## src/rtl/dmem_arbiter_if.sv

```systemverilog
// rtl/dmem_arbiter_if.sv - requester ports and memory-side bus of the data memory arbiter
interface dmem_arbiter_if #(
  parameter int ADDR_WIDTH = 32,
  parameter int DATA_WIDTH = 32
);
  logic                  req0, req1;
  logic                  we0, we1;
  logic [2:0]            funct3_0, funct3_1;
  logic [ADDR_WIDTH-1:0] addr0, addr1;
  logic [DATA_WIDTH-1:0] wdata0, wdata1;
  logic                  gnt0, gnt1;
  logic                  rvalid0, rvalid1;
  logic [DATA_WIDTH-1:0] rdata0, rdata1;
  logic                  err0, err1;
  logic                  mem_wr_en;
  logic [2:0]            mem_funct3;
  logic [ADDR_WIDTH-1:0] mem_addr;
  logic [DATA_WIDTH-1:0] mem_wr_data;
  logic [DATA_WIDTH-1:0] mem_rd_data;

  modport slave (
    input  req0, req1, we0, we1, funct3_0, funct3_1, addr0, addr1, wdata0, wdata1,
    input  mem_rd_data,
    output gnt0, gnt1, rvalid0, rvalid1, rdata0, rdata1, err0, err1,
    output mem_wr_en, mem_funct3, mem_addr, mem_wr_data
  );

  modport master (
    output req0, req1, we0, we1, funct3_0, funct3_1, addr0, addr1, wdata0, wdata1,
    output mem_rd_data,
    input  gnt0, gnt1, rvalid0, rvalid1, rdata0, rdata1, err0, err1,
    input  mem_wr_en, mem_funct3, mem_addr, mem_wr_data
  );
endinterface

```

## src/rtl/dmem_arbiter.sv

```systemverilog
// rtl/dmem_arbiter.sv - round-robin two-port arbiter and access sequencer for the data memory
module dmem_arbiter #(
  parameter int ADDR_WIDTH = 32,
  parameter int DATA_WIDTH = 32,
  parameter int MEM_SIZE   = 64
) (
  input  logic            clk,
  input  logic            rst_n,
  dmem_arbiter_if.slave   bus
);
  localparam logic [ADDR_WIDTH-1:0] MEM_BYTES = ADDR_WIDTH'(MEM_SIZE * 4);

  typedef enum logic {IDLE, ACCESS} state_t;

  state_t                state_q, state_d;
  logic                  last_q, last_d;
  logic                  port_q, port_d;
  logic                  we_q, we_d;
  logic [2:0]            funct3_q, funct3_d;
  logic [ADDR_WIDTH-1:0] addr_q, addr_d;
  logic [DATA_WIDTH-1:0] wdata_q, wdata_d;
  logic                  err_q, err_d;

  logic                  rvalid0_q, rvalid0_d, rvalid1_q, rvalid1_d;
  logic                  err0_q, err0_d, err1_q, err1_d;
  logic [DATA_WIDTH-1:0] rdata0_q, rdata0_d, rdata1_q, rdata1_d;
  logic [DATA_WIDTH-1:0] load_data;
  logic                  gnt0, gnt1;

  function automatic logic access_err(input logic we, input logic [2:0] f3,
                                      input logic [ADDR_WIDTH-1:0] addr);
    logic bad_f3;
    logic misaligned;
    if (we) bad_f3 = !(f3 inside {3'b000, 3'b001, 3'b010});
    else    bad_f3 = !(f3 inside {3'b000, 3'b001, 3'b010, 3'b100, 3'b101});
    misaligned = ((f3 == 3'b001 || f3 == 3'b101) && addr[0]) ||
                 ((f3 == 3'b010) && (addr[1:0] != 2'b00));
    return bad_f3 || misaligned || (addr >= MEM_BYTES);
  endfunction

  // last_q == 1 means port 1 was granted last, so port 0 wins the next tie
  always_comb begin
    state_d  = state_q;
    last_d   = last_q;
    port_d   = port_q;
    we_d     = we_q;
    funct3_d = funct3_q;
    addr_d   = addr_q;
    wdata_d  = wdata_q;
    err_d    = err_q;
    gnt0     = 1'b0;
    gnt1     = 1'b0;
    case (state_q)
      IDLE: begin
        if (rst_n) begin
          if (bus.req0 && (!bus.req1 || last_q)) gnt0 = 1'b1;
          else if (bus.req1)                     gnt1 = 1'b1;
        end
        if (gnt0 || gnt1) begin
          state_d  = ACCESS;
          last_d   = gnt1;
          port_d   = gnt1;
          we_d     = gnt1 ? bus.we1      : bus.we0;
          funct3_d = gnt1 ? bus.funct3_1 : bus.funct3_0;
          addr_d   = gnt1 ? bus.addr1    : bus.addr0;
          wdata_d  = gnt1 ? bus.wdata1   : bus.wdata0;
          err_d    = access_err(we_d, funct3_d, addr_d);
        end
      end
      ACCESS:  state_d = IDLE;
      default: state_d = IDLE;
    endcase
  end

  always_comb begin
    load_data = (state_q == ACCESS && !we_q && !err_q) ? bus.mem_rd_data : '0;
    rvalid0_d = (state_q == ACCESS) && !port_q;
    rvalid1_d = (state_q == ACCESS) &&  port_q;
    err0_d    = rvalid0_d && err_q;
    err1_d    = rvalid1_d && err_q;
    rdata0_d  = rvalid0_d ? load_data : '0;
    rdata1_d  = rvalid1_d ? load_data : '0;
  end

  always_ff @(posedge clk or negedge rst_n) begin
    if (!rst_n) begin
      state_q   <= IDLE;
      last_q    <= 1'b1;
      port_q    <= 1'b0;
      we_q      <= 1'b0;
      funct3_q  <= 3'b000;
      addr_q    <= '0;
      wdata_q   <= '0;
      err_q     <= 1'b0;
      rvalid0_q <= 1'b0;
      rvalid1_q <= 1'b0;
      err0_q    <= 1'b0;
      err1_q    <= 1'b0;
      rdata0_q  <= '0;
      rdata1_q  <= '0;
    end else begin
      state_q   <= state_d;
      last_q    <= last_d;
      port_q    <= port_d;
      we_q      <= we_d;
      funct3_q  <= funct3_d;
      addr_q    <= addr_d;
      wdata_q   <= wdata_d;
      err_q     <= err_d;
      rvalid0_q <= rvalid0_d;
      rvalid1_q <= rvalid1_d;
      err0_q    <= err0_d;
      err1_q    <= err1_d;
      rdata0_q  <= rdata0_d;
      rdata1_q  <= rdata1_d;
    end
  end

  // Write enable decodes straight from state so reset kills it without waiting for an edge
  assign bus.mem_wr_en   = (state_q == ACCESS) && we_q && !err_q;
  assign bus.mem_funct3  = funct3_q;
  assign bus.mem_addr    = addr_q;
  assign bus.mem_wr_data = wdata_q;
  assign bus.gnt0        = gnt0;
  assign bus.gnt1        = gnt1;
  assign bus.rvalid0     = rvalid0_q;
  assign bus.rvalid1     = rvalid1_q;
  assign bus.err0        = err0_q;
  assign bus.err1        = err1_q;
  assign bus.rdata0      = rdata0_q;
  assign bus.rdata1      = rdata1_q;
endmodule

```

## src/flat_wrapper.sv

```systemverilog
// flat-port wrapper written by rule: the top's interface ports become plain ports
module dmem_arbiter_flat 
#(
  parameter int ADDR_WIDTH = 32,
  parameter int DATA_WIDTH = 32,
  parameter int MEM_SIZE   = 64
)
  (clk, rst_n, bus_req0, bus_req1, bus_we0, bus_we1, bus_funct3_0, bus_funct3_1, bus_addr0, bus_addr1, bus_wdata0, bus_wdata1, bus_mem_rd_data, bus_gnt0, bus_gnt1, bus_rvalid0, bus_rvalid1, bus_rdata0, bus_rdata1, bus_err0, bus_err1, bus_mem_wr_en, bus_mem_funct3, bus_mem_addr, bus_mem_wr_data);
  dmem_arbiter_if #(.ADDR_WIDTH(ADDR_WIDTH), .DATA_WIDTH(DATA_WIDTH)) bus_i ();
  input  logic clk;
  input  logic rst_n;
  input wire logic [$bits(bus_i.req0)-1:0] bus_req0;
  input wire logic [$bits(bus_i.req1)-1:0] bus_req1;
  input wire logic [$bits(bus_i.we0)-1:0] bus_we0;
  input wire logic [$bits(bus_i.we1)-1:0] bus_we1;
  input wire logic [$bits(bus_i.funct3_0)-1:0] bus_funct3_0;
  input wire logic [$bits(bus_i.funct3_1)-1:0] bus_funct3_1;
  input wire logic [$bits(bus_i.addr0)-1:0] bus_addr0;
  input wire logic [$bits(bus_i.addr1)-1:0] bus_addr1;
  input wire logic [$bits(bus_i.wdata0)-1:0] bus_wdata0;
  input wire logic [$bits(bus_i.wdata1)-1:0] bus_wdata1;
  input wire logic [$bits(bus_i.mem_rd_data)-1:0] bus_mem_rd_data;
  output wire logic [$bits(bus_i.gnt0)-1:0] bus_gnt0;
  output wire logic [$bits(bus_i.gnt1)-1:0] bus_gnt1;
  output wire logic [$bits(bus_i.rvalid0)-1:0] bus_rvalid0;
  output wire logic [$bits(bus_i.rvalid1)-1:0] bus_rvalid1;
  output wire logic [$bits(bus_i.rdata0)-1:0] bus_rdata0;
  output wire logic [$bits(bus_i.rdata1)-1:0] bus_rdata1;
  output wire logic [$bits(bus_i.err0)-1:0] bus_err0;
  output wire logic [$bits(bus_i.err1)-1:0] bus_err1;
  output wire logic [$bits(bus_i.mem_wr_en)-1:0] bus_mem_wr_en;
  output wire logic [$bits(bus_i.mem_funct3)-1:0] bus_mem_funct3;
  output wire logic [$bits(bus_i.mem_addr)-1:0] bus_mem_addr;
  output wire logic [$bits(bus_i.mem_wr_data)-1:0] bus_mem_wr_data;
  assign bus_i.req0 = bus_req0;
  assign bus_i.req1 = bus_req1;
  assign bus_i.we0 = bus_we0;
  assign bus_i.we1 = bus_we1;
  assign bus_i.funct3_0 = bus_funct3_0;
  assign bus_i.funct3_1 = bus_funct3_1;
  assign bus_i.addr0 = bus_addr0;
  assign bus_i.addr1 = bus_addr1;
  assign bus_i.wdata0 = bus_wdata0;
  assign bus_i.wdata1 = bus_wdata1;
  assign bus_i.mem_rd_data = bus_mem_rd_data;
  assign bus_gnt0 = bus_i.gnt0;
  assign bus_gnt1 = bus_i.gnt1;
  assign bus_rvalid0 = bus_i.rvalid0;
  assign bus_rvalid1 = bus_i.rvalid1;
  assign bus_rdata0 = bus_i.rdata0;
  assign bus_rdata1 = bus_i.rdata1;
  assign bus_err0 = bus_i.err0;
  assign bus_err1 = bus_i.err1;
  assign bus_mem_wr_en = bus_i.mem_wr_en;
  assign bus_mem_funct3 = bus_i.mem_funct3;
  assign bus_mem_addr = bus_i.mem_addr;
  assign bus_mem_wr_data = bus_i.mem_wr_data;
  dmem_arbiter #(.ADDR_WIDTH(ADDR_WIDTH), .DATA_WIDTH(DATA_WIDTH), .MEM_SIZE(MEM_SIZE)) u_core (.clk(clk), .rst_n(rst_n), .bus(bus_i));
endmodule
```

## config.mk

```make
export PLATFORM = sky130hd
export DESIGN_NAME = dmem_arbiter_flat
export DESIGN_NICKNAME = d
export VERILOG_FILES = /design/src/rtl/dmem_arbiter_if.sv /design/src/rtl/dmem_arbiter.sv /design/src/flat_wrapper.sv
export SDC_FILE = /design/constraint.sdc
export NUM_CORES = 1
export LEC_CHECK = 0
export ABC_CLOCK_PERIOD_IN_PS = 1950
export CAP_MARGIN = 15
export CORE_ASPECT_RATIO = 1.5
export CORE_MARGIN = 3
export CORE_UTILIZATION = 25
export CTS_CLUSTER_SIZE = 25
export DETAILED_ROUTE_END_ITERATION = 16
export GPL_ROUTABILITY_DRIVEN = 1
export PLACE_DENSITY = 0.66
export SLEW_MARGIN = 20
export SYNTH_ARGS = -nofsm -noshare
export SYNTH_HDL_FRONTEND = slang
export SYNTH_SLANG_ARGS = --single-unit
export TNS_END_PERCENT = 1
```

## constraint.sdc

```tcl
create_clock -name clk -period 1.95 [get_ports clk]
set_input_delay 0.39 -clock clk [delete_from_list [all_inputs] [get_ports clk]]
set_output_delay 0.39 -clock clk [all_outputs]
set_load 0.01 [all_outputs]
```

# ---- After elaboration in Yosys (flattened, before gate mapping)
# Cells that the tools add are included.
dict set report totals {
  wordCells 69
  romBits 0
  n_memories 0
  ramBits 0
  output_inout_bits 138
  latch_bits 0
  inputBits 172
  reg_bits 140
}
dict set report op_classes {
  order_cmp 1
  reduce_logical 28
  n_bitwise 1
  n_mux 21
  add_sub_neg 0
  n_shift 0
  div_mod_pow 0
  n_eq_ne 4
  multipliers 0
}
# op count
set ops {}
lappend ops {{$mux W32} 5}
lappend ops {{$ge A32 B9 Y1 const B} 1}
lappend ops {{$mux W1} 14}
lappend ops {{$logic_and A1 B1 Y1} 11}
lappend ops {{$eq A3 B3 Y1 const B} 2}
lappend ops {{$logic_not A1 Y1} 6}
lappend ops {{$logic_or A1 B1 Y1} 6}
lappend ops {{$reduce_bool A5 Y1} 1}
lappend ops {{$eq A3 B1 Y1 const B} 1}
lappend ops {{$eq A3 B2 Y1 const B} 1}
lappend ops {{$logic_not A3 Y1} 1}
lappend ops {{$mux W3} 1}
lappend ops {{$reduce_bool A3 Y1} 1}
lappend ops {{$pmux W1 S2} 1}
lappend ops {{$reduce_and A2 Y1} 1}
lappend ops {{$reduce_bool A2 Y1} 1}
lappend ops {{$not A1 Y1} 1}

# ---- Longest topological paths before layout
# Gate-level depths: netlist (run 1).
dict set report depth {
  depth_word 15
  mapped_depth 7
  mapped_depth_nobuf 5
}

# ---- Worst setup path before layout (run 1)
# OpenSTA, ideal clock, no wires.
dict set report synth_path {
  kind {in2out}
  from {input port bus_req0}
  to {output port bus_gnt1}
  path_slack_ps 271
  n_path_buf 3
  required_time_ps 1560
  cell_stages 6
  arrival_time_ps 1289
  path_cell_list {and2_4 -> or2_1 -> buf_2 -> buf_6 -> buf_6 -> nor2_2}
}
dict set report synth_via {
  elab_chain_cells 5
}
# element line
set synth_lines {}
lappend synth_lines {{start, declared} flat_wrapper.sv:12} ;# input wire logic [$bits(bus_i.req0)-1:0] bus_req0;
lappend synth_lines {{$logic_and A1 B1 Y1} dmem_arbiter.sv:56} ;# if (bus.req0 && (!bus.req1 || last_q)) gnt0 = 1'b1;
lappend synth_lines {{$mux W1} dmem_arbiter.sv:56}
lappend synth_lines {{$mux W1} dmem_arbiter.sv:55} ;# if (rst_n) begin
lappend synth_lines {{$mux W1 (2 in a row)} dmem_arbiter.sv:53} ;# case (state_q)
lappend synth_lines {{end, declared} flat_wrapper.sv:24} ;# output wire logic [$bits(bus_i.gnt1)-1:0] bus_gnt1;
# No other way between the ends. The select of a mux whose other input is x is not followed.

# ---- Worst setup path in the final report (run 1)
dict set report layout_path {
  from {register u_core.last_q}
  to {register u_core.wdata_q[16], in the netlist u_core.bus.mem_wr_data[16]}
}
dict set report layout_via {
  elab_chain_cells 7
  elab_cells_between_ends 11
  classes_between {mux: 7; reduce/logical: 4}
}
# element line
set layout_lines {}
lappend layout_lines {{start, declared} dmem_arbiter.sv:16} ;# logic last_q, last_d;
lappend layout_lines {{start signal, assigned} dmem_arbiter.sv:103} ;# last_q <= last_d;
lappend layout_lines {{$logic_or A1 B1 Y1 *} dmem_arbiter.sv:56}
lappend layout_lines {{$logic_and A1 B1 Y1 *} dmem_arbiter.sv:56}
lappend layout_lines {{$mux W1} dmem_arbiter.sv:56}
lappend layout_lines {{$mux W1} dmem_arbiter.sv:55}
lappend layout_lines {{$mux W1} dmem_arbiter.sv:53}
lappend layout_lines {{$logic_or A1 B1 Y1} dmem_arbiter.sv:59} ;# if (gnt0 || gnt1) begin
lappend layout_lines {{$reduce_and A2 Y1 (no line)} --}
lappend layout_lines {{end signal, assigned} dmem_arbiter.sv:108} ;# wdata_q <= wdata_d;
lappend layout_lines {{end, declared} dmem_arbiter.sv:21} ;# logic [DATA_WIDTH-1:0] wdata_q, wdata_d;
# Every way passes the cells marked *; elsewhere a longest branch is shown, timed or not. The select of a mux whose other input is x is not followed.
# A chain may end at the register's enable or synchronous reset.

==> results of run 1 <==
Yosys cell counts (2+ instances only):
cell type	instances	share of area, %
nor3_1	5	0.44
nor4_1	8	0.88
mux2i_1	68	12
buf_6	7	1.4
dfrtp_1	139	61
a21oi_1	69	6.1
nor3b_2	2	0.44
and2_1	66	7.3
nand2_1	3	0.20
buf_2	7	0.62
a21o_1	2	0.26
nand3_1	2	0.18
nor2_1	70	4.6
a31oi_1	2	0.22
clkbuf_1	15	0.99
or3_1	3	0.33
state kept, by name, summed over array words and instances, names as in the netlist, 3 cells and up:
| signal | cells |
|---|---|
| u_core.bus.mem_funct3 | 3 |
| u_core.bus.mem_wr_data | 32 |
| u_core.bus.mem_addr | 32 |
| u_core.bus.rdata1 | 32 |
| u_core.bus.rdata0 | 32 |
final cells by class:
type,instances,area [sq um],share of cell area (%)
sequential,140,3510,35.6
timing repair buffer,339,3370,34.2
multi-input combinational,316,2020,20.5
clock buffer,19,443,4.50
tap,272,340,3.46
clock inverter,13,166,1.69
inverter,1,3.75,0.0381
where the power goes:
| group | leakage [uW] | total [uW] | internal (uW) | switching, uW |
|---|---|---|---|---|
| clock network | 0.000278 | 3350 | 2050 | 1290 |
| logic | 0.00247 | 1760 | 1030 | 729 |
| registers | 0.00174 | 3340 | 3180 | 153 |
metal layers:
layer  global-route usage (%)  wire, um  vias up
li1                         -         -     2323
met1                     16.8      7020     2292
met2                     28.0     10200      192
met3                     4.96      1350       29
met4                     6.63       554        0
met5                        0         0        -
logic make-up (layout without fill, tap and decap cells):
logic type | after synthesis | count (layout) | share of synthesized area (%)
flip-flops | 140 | 140 | 61.7
AO/OA/AOI/OAI | 79 | 79 | 7.49
buffers and inverters | 31 | 372 | 3.19
AND/OR/NAND/NOR | 169 | 169 | 15.6
multiplexers | 68 | 68 | 12.0
through the flow:
step	hold WS [ns]	TNS [ns]	worst slack, ns
floorplan	0.0944	0	0.271
detailed placement	0.178	-20.50	-0.408
finish	0.0934	0	0.0980
global placement	0.180	-20.03	-0.382
CTS	0.103	0	0.00397
global route	0.128	0	0.00220
what timing repair did:
action | CTS | global route
endpoints found under the setup margin | 3 | 42
hold buffers | 1 | 0
resized for setup | 10 | 3
hold endpoints to repair | 1 | 0
setup buffers | 0 | 0
final timing paths:
kind                                    startpoint                         end  slack (ns)  cells after the start
min                                          rst_n     u_core.bus.mem_addr[12]        0.09                      2
min reg2reg                u_core.bus.mem_addr[25]     u_core.bus.mem_addr[25]        0.52                      2
max reg2reg                          u_core.last_q  u_core.bus.mem_wr_data[16]         0.1                      6
max                                  u_core.last_q  u_core.bus.mem_wr_data[16]         0.1                      6
max in group asynchronous                    rst_n              u_core.state_q        0.86                      3
min in group clk           u_core.bus.mem_addr[25]     u_core.bus.mem_addr[25]        0.52                      2
==> impl_metrics.py, run 1 <==
metrics = {
    "sta": {
        "maxSlewHeadroom_pct": 54.9,
        "fin_crit_sh_pct": 95.0,
        "slew_viol_final": 0,
        "fmax_mhz": 540,
        "setup_viol": 0,
        "rsz0062_at_grt": "false",
        "worstMarginPinSlew_ns": 0.677,
        "min_period_ns": 1.85,
        "finalClockSkew_ns": 0.00561,
        "hold_viol": 0,
    },
    "logic_synthesis": {
        "yosysUniqueCellTypes": 35,
        "yosys_warnings": 0,
        "synth_seq_cells": 140,
        "syn-num-nets": 659,
        "synth_top_flop_cell": "dfrtp_1",
        "synth_seq_area_share_pct": 61.7,
        "async_flop_share_pct": 100,
        "syn-instance-count": 487,
        "avgSynthCellArea_sq_um": 11.7,
        "synth_area_sq_um": 5680,
        "synth_edf_count": 0,
    },
    "final_layout": {
        "num-nets-final": 987,
        "areaGrowthSynthToFinish_pct": 73.3,
        "fillerInstances": 2091,
        "instances_no_fill": 1100,
        "num_antenna_cells": 0,
        "drive_above_1_share_pct": 8.70,
        "post-route-util_pct": 44.7,
        "design_area_sq_um": 9850,
        "layout_common_cells": "304 x clkdlybuf4s50_1, 138 x dfrtp_1, 70 x nor2_1",
        "final_common_cell": "clkdlybuf4s50_1",
    },
    "critical_path": {
        "critical-path-top-delay-family": "buffers and inverters",
        "crit_path_top_delay_cell": "dfstp_2",
        "critPathMaxStageDelay_ns": 0.53,
        "cp.required_ns": 2.24,
        "crit_type": "reg2reg",
        "startpoint_type": "flop",
        "worst_ep_arrival_time_ns": 2.14,
        "endpoint_kind": "flop",
        "path_max_fanout": 39,
        "crit_buf_inv": 2,
        "path_cells": "and2_4 > or2_4 > buf_6 > buf_16 > mux2i_1 > a21oi_1",
    },
    "die": {
        "start_util_pct": 25.8,
        "die_y_um": 191,
        "top_level_ports": 310,
        "die_w_um": 129,
        "rows": 66,
        "core_area_sq_um": 22000,
        "dieArea_sq_um": 24600,
    },
    "global_route": {
        "grt_max_degree": 60,
        "grt_usage_pct": 15.7,
        "antenna_found_initial": 0,
        "overflow": 0,
        "grt_pass1_vias": 5172,
        "grt_pass1_wl_um": 29200,
    },
    "outcome": {
        "outcome": "complete, no violations",
    },
    "placed_design": {
        "dpl_cell_area_sq_um": 9230,
        "placed_cells": 1067,
        "io_buffers": 309,
        "gp_congestion": 0.834,
        "dp_hpwl_um": 14400,
    },
    "detailed_routing": {
        "via_count": 4836,
        "ant_nets": 0,
        "drt_iter0_markers": 187,
        "firstDrtPassIters": 4,
        "wl_per_cell_um": 17.4,
        "wl_um": 19100,
        "vias_per_cell": 4.40,
        "drc": 0,
    },
    "clock_network": {
        "clk_pin_slew_ns": 0.06,
        "ctsHtreeMaxLevel": 4,
        "cts_tree": "built",
        "cts_num_sinks": 140,
        "cts_root_buffer": "clkbuf_16",
        "numCtsBuffers": 17,
        "clk_latency_ns": 0.42,
        "cts_buffer_depth": 2,
    },
    "power_and_ir_drop": {
        "leakage_uw": 0.00448,
        "power_density_nw_per_um2": 858,
        "p_total_uw": 8450,
        "ir_drop_mv": 0.638,
    },
    "min_path": {
        "hold_class": "in2async",
    },
    "job": {
        "maxCapViolations": 0,
    },
}
Note: power is estimated with default switching activity, not from simulation.
==> run 2, diff against run 1 <==
--- a/config.mk
+++ b/config.mk
@@ -9,11 +9,12 @@
 export CAP_MARGIN = 15
 export CORE_ASPECT_RATIO = 1.5
 export CORE_MARGIN = 3
-export CORE_UTILIZATION = 25
+export CORE_UTILIZATION = 39
+export CTS_BUF_LIST = sky130_fd_sc_hd__clkbuf_16
 export CTS_CLUSTER_SIZE = 25
 export DETAILED_ROUTE_END_ITERATION = 16
 export GPL_ROUTABILITY_DRIVEN = 1
-export PLACE_DENSITY = 0.66
+export PLACE_DENSITY = 0.91
 export SLEW_MARGIN = 20
 export SYNTH_ARGS = -nofsm -noshare
 export SYNTH_HDL_FRONTEND = slang
==> impl_metrics.py, run 2 (synthesized netlist as in run 1, its figures left out) <==
metrics = {
    "clock_network": {
        "postCtsSetupBuffers": 0,
        "clk_pin_slew_ns": 0.06,
        "cts_root_buffer": "clkbuf_16",
        "ctsHtreeMaxLevel": 4,
        "clk_latency_ns": 0.41,
        "cts_tree": "built",
        "cts_buffer_depth": 2,
        "cts_num_sinks": 140,
        "numCtsBuffers": 17,
    },
    "critical_path": {
        "r2r_cells": 6,
        "path_cells": "nand2b_1 > nand3_1 > inv_1 > dlygate4sd2_1",
        "crit_buf_inv": 2,
        "path_max_fanout": 3,
        "critPathMaxStageDelay_ns": 0.55,
        "rrSetupSlack_ns": 0.12,
        "worst_ep_arrival_time_ns": 1.49,
        "cp_num_cells": 4,
        "crit_path_top_delay_cell": "dfstp_2",
        "startpoint_type": "flop",
        "endpoint_kind": "primary output",
        "r2r-end": "u_core.bus.mem_wr_data[1]",
        "r2r_start": "u_core.last_q",
        "crit_type": "reg2out",
        "cp.required_ns": 1.56,
        "critical-path-top-delay-family": "flip-flops",
    },
    "placed_design": {
        "gp_congestion": 0.906,
        "io_buffers": 309,
        "dpl_cell_area_sq_um": 9100,
        "dp_hpwl_um": 14200,
    },
    "final_layout": {
        "drive_above_1_share_pct": 7.89,
        "num-nets-final": 983,
        "fillerInstances": 1011,
        "layout_common_cells": "304 x clkdlybuf4s50_1, 138 x dfrtp_1, 70 x nor2_1",
        "design_area_sq_um": 9690,
        "final_common_cell": "clkdlybuf4s50_1",
        "areaGrowthSynthToFinish_pct": 70.6,
    },
    "sta": {
        "tns_ns": 0,
        "hold_viol": 0,
        "fmax_mhz": 533,
        "fin_crit_sh_pct": 96.2,
        "worstMarginPinSlew_ns": 0.632,
        "maxSlewHeadroom_pct": 57.8,
        "hold_slack_ns": 0.0951,
        "setup_viol": 0,
        "rsz0062_at_grt": "false",
        "min_period_ns": 1.88,
        "slew_viol_final": 0,
        "finalClockSkew_ns": 0.0123,
    },
    "min_path": {
        "hold_class": "in2async",
    },
    "detailed_routing": {
        "met2_wirelength_um": 9900,
        "drt_iter0_markers": 237,
        "drc": 0,
        "wl_um": 18600,
        "vias_per_cell": 4.81,
        "wl_per_cell_um": 18.3,
        "via_count": 4890,
        "ant_nets": 0,
        "wl_met1_um": 6430,
        "firstDrtPassIters": 7,
        "highest_layer": "met4",
        "wl_met3_um": 1530,
    },
    "global_route": {
        "antenna_found_initial": 1,
        "grt_pass1_wl_um": 29000,
        "grt_usage_pct": 23.4,
        "grt_max_degree": 52,
        "grt_pass1_vias": 5387,
        "overflow": 0,
    },
    "outcome": {
        "outcome": "complete, no violations",
    },
    "power_and_ir_drop": {
        "power_density_nw_per_um2": 857,
        "leakage_uw": 0.00446,
        "ir_drop_mv": 0.532,
    },
    "die": {
        "start_util_pct": 40.2,
        "dieArea_sq_um": 16100,
        "die_y_um": 154,
        "core_area_sq_um": 14100,
        "die_w_um": 105,
        "rows": 53,
        "top_level_ports": 310,
    },
    "job": {
        "maxCapViolations": 0,
    },
}
## run 2: how the worst max path moves through the flow
stage / from / to / slack [ns]
floorplan: bus_req0 / bus_gnt1 / 0.27
global placement: bus_req0 / bus_gnt1 / -0.32
detailed placement: bus_req0 / bus_gnt1 / -0.36
CTS: u_core.last_q / bus_gnt0 / 0.06
global route: u_core.last_q / u_core.bus.mem_wr_data[1] / 0.005
finish: u_core.last_q / bus_gnt0 / 0.07
## run 2: routing by layer
metal | global-route usage, % | vias to the layer above
met2 | 42.3 | 225
li1 | - | 2302
met3 | 8.23 | 45
met5 | 0 | -
met4 | 11.2 | 0
met1 | 23.9 | 2318
## run 2: final cells by class
| cell class | instances | area [sq um] | share of cell area, % |
|---|---|---|---|
| diodes | 1 | 2.50 | 0.0258 |
| clock buffers | 17 | 425 | 4.39 |
| clock inverters | 15 | 159 | 1.64 |
| inverters | 1 | 3.75 | 0.0387 |
| multi-input cells | 316 | 2020 | 20.8 |
| flip-flops and latches | 140 | 3510 | 36.2 |
| well taps | 192 | 240 | 2.48 |
| repair buffers | 335 | 3340 | 34.4 |
## run 2: stage by stage
step	util, %	total power [uW]	std cells	setup WS (ns)
after global routing	68.6	8660	1016	0.00540
after global placement	64.4	5100	983	-0.316
final	68.6	8310	1017	0.0740
after detailed placement	64.4	5170	983	-0.361
after floorplan	-	3990	487	0.271
after CTS	68.6	8390	1016	0.0609
## run 2: timing repair
item                                   4_1_cts  5_1_grt
setup endpoints to repair                    3        1
hold buffers                                 1        0
resized for setup                            8        1
endpoints found under the hold margin        7        0
pin swaps                                    0        0
## run 2: power by group
part | switching (uW) | total (uW) | internal [uW]
registers | 156 | 3340 | 3180
logic | 735 | 1760 | 1030
clock network | 1300 | 3200 | 1900
==> edit (config.mk and constraints of run 2) <==
Reset style: synchronous (`rst_n`), changed in one clocked block.
--- a/src/rtl/dmem_arbiter.sv
+++ b/src/rtl/dmem_arbiter.sv
@@ -84,3 +84,3 @@
 
-  always_ff @(posedge clk or negedge rst_n) begin
+  always_ff @(posedge clk) begin
     if (!rst_n) begin
Check against the original RTL: differs if rst_n is asserted again (counterexample within 4 cycles, from zero or initial values and one cycle with rst_n low); with rst_n held inactive, the same outputs for 4 cycles.
==> edit against run 2 <==
- critical path depth up 1
- sequential power down 7.8%
- setup slack better by 0.0044 ns
- global-route usage down 1.6 points
- register-to-register slack better by 0.23 ns
- largest power group unchanged
- clock skew down 0.0033 ns
- worst hold slack better by 0.40 ns
- total power down 12%
- highest routed layer unchanged
- wire length down 10%
- critical endpoint is now bus_gnt1
- sequential cell count unchanged
- cell area down 4.3%
- non-clock buffer count up 7
- largest cell class is now non-clock buffers
- synthesized area down 7.3%
==> edit: results (changes against run 2) <==
metric	value	unit	change
Hold Startpoint	u_core.bus.mem_addr[5]		
count of cell types in the netlist	36		+2.9%
Hold Path End	u_core.bus.mem_addr[5]		
sw frac	26.11	%	-0.26 points
CP max FO	3		unchanged
largest net degree at the start of global routing	69		+33%
Post-synth top cells	dfxtp_1, nor2_1, mux2i_1, and2_1, a211oi_1		
Post-DP HPWL	13150	µm	-7.7%
router iterations before antenna repair	4		-3
vias in the first global route	5007		-7.1%
RR Startpoint	u_core.last_q		
Post-CTS Setup Inserts	0		unchanged
post-synthesis sequential area ratio	53.21	%	-8.5 points
worst reg2reg path endpoint	u_core.err_q		
depth of the CTS H-tree	4		unchanged
Placed Area	0.008712	mm²	-4.2%
diode count	0		-1
Final GP Congestion	0.8773		-3.1%
ranking of synthesized cells by area	dfxtp_1, mux2i_1, a211oi_1		
Synthesized Nets	670		+1.7%
cts bufs inserted	17		unchanged
relative max-transition margin	75.84	%	+18 points
layout cells sized above 1	9.832	%	+1.9 points
first-pass GRT wire length	25340	µm	-13%
skew final	0.009018	ns	-0.003295 ns
Worst VDD drop	502.8	µV	-5.5%
status	complete, no violations		
Hold Crit Depth	2		
FILL cells	959		-5.1%
Synth Warn #	0		unchanged
Hold Vio Cnt, Final	0		unchanged
routed via count	4927		+0.76%
Hold Path Class	flop to flop		
final WL	16700	µm	-10%
async set-or-reset flop fraction in the synthesized netlist	0	%	-100 points
Static Leak	3.850	nW	-14%
root buffer cell	clkbuf_16		
post-layout net count	993		+1.0%
1st-iter DRT viols	119		-50%
initial antenna violation count	0		-1
setup slack, reg-to-reg	0.35	ns	+0.23 ns
Critical Path Source	rst_n		
CTS Buffer Depth	2		unchanged
reg2reg path depth	6		unchanged
Port Buffer Count	309		unchanged
GRT Total Usage	21.80	%	-1.6 points
clock transition at the registers of the reported paths	0.07	ns	
Clock Latency Late Sink	0.40	ns	
## edit: cell families after synthesis
kind of cell           share of synthesized area (%)
and+or+nand+nor                                17.08
DFF                                            53.21
AOI/OAI and AO/OA                              12.23
muxes                                          12.92
buffers and inverters                          4.560
## edit: worst max-delay path by stage
stage                              to  slack, ns  cells after the start
2_1_floorplan                bus_gnt1       0.47                      5
3_3_place_gp                 bus_gnt1      -0.19                      5
3_5_place_dp   u_core.bus.mem_addr[9]      -0.25                      7
4_1_cts                 bus_mem_wr_en      0.002                      2
5_1_grt                      bus_gnt1       0.06                      5
6_report                     bus_gnt1       0.08                      5
## edit: per-layer routing
layer | vias up | part of all wire [%] | GRT usage [%]
met5 | - | 0 | 0
met4 | 0 | 3.9 | 10.45
met3 | 42 | 6.6 | 5.725
met2 | 223 | 54 | 40.11
met1 | 2253 | 36 | 22.41
li1 | 2409 | - | -
## edit: layout make-up
type / count / area [µm²] / share of cell area (%)
repair buffers: 342 / 3465 / 37.36
flip-flops and latches: 140 / 2806 / 30.26
multi-input cells: 318 / 2240 / 24.15
clock buffers: 17 / 425.4 / 4.587
well taps: 159 / 198.9 / 2.145
clock inverters: 15 / 131.4 / 1.417
inverters: 2 / 7.507 / 0.08095
## edit: repair_timing
| action | in CTS | in global routing |
|---|---|---|
| resized for setup | 6 | 1 |
| endpoints found under the hold margin | 0 | 0 |
| setup endpoints to repair | 3 | 1 |
## edit: metrics by stage
stage	power (mW)	setup slack [ns]	std cells	hold WS, ns
3_3_place_gp	4.361	-0.1923	961	0.4858
5_1_grt	7.608	0.05558	993	0.5224
3_5_place_dp	4.391	-0.2520	961	0.4928
2_1_floorplan	3.603	0.4661	498	0.4815
6_report	7.336	0.07841	993	0.4987
4_1_cts	7.407	0.001988	993	0.5000
## edit: critical path: stages
cell and delay, ns:
clkdlybuf4s50_1 0.52, buf_4 0.15, nand3_4 0.05, nor2_1 0.09, dlygate4sd2_1 0.28
## edit: power by group through the flow
stage / Sequential [mW] / Clock (mW) / Combinational (mW)
finish: 3.08 / 3.01 / 1.25
global route: 3.10 / 3.18 / 1.33
CTS: 3.08 / 3.07 / 1.25
detailed placement: 3.14 / 0 / 1.25
global placement: 3.14 / 0 / 1.23
floorplan: 3.19 / 0 / 0.416
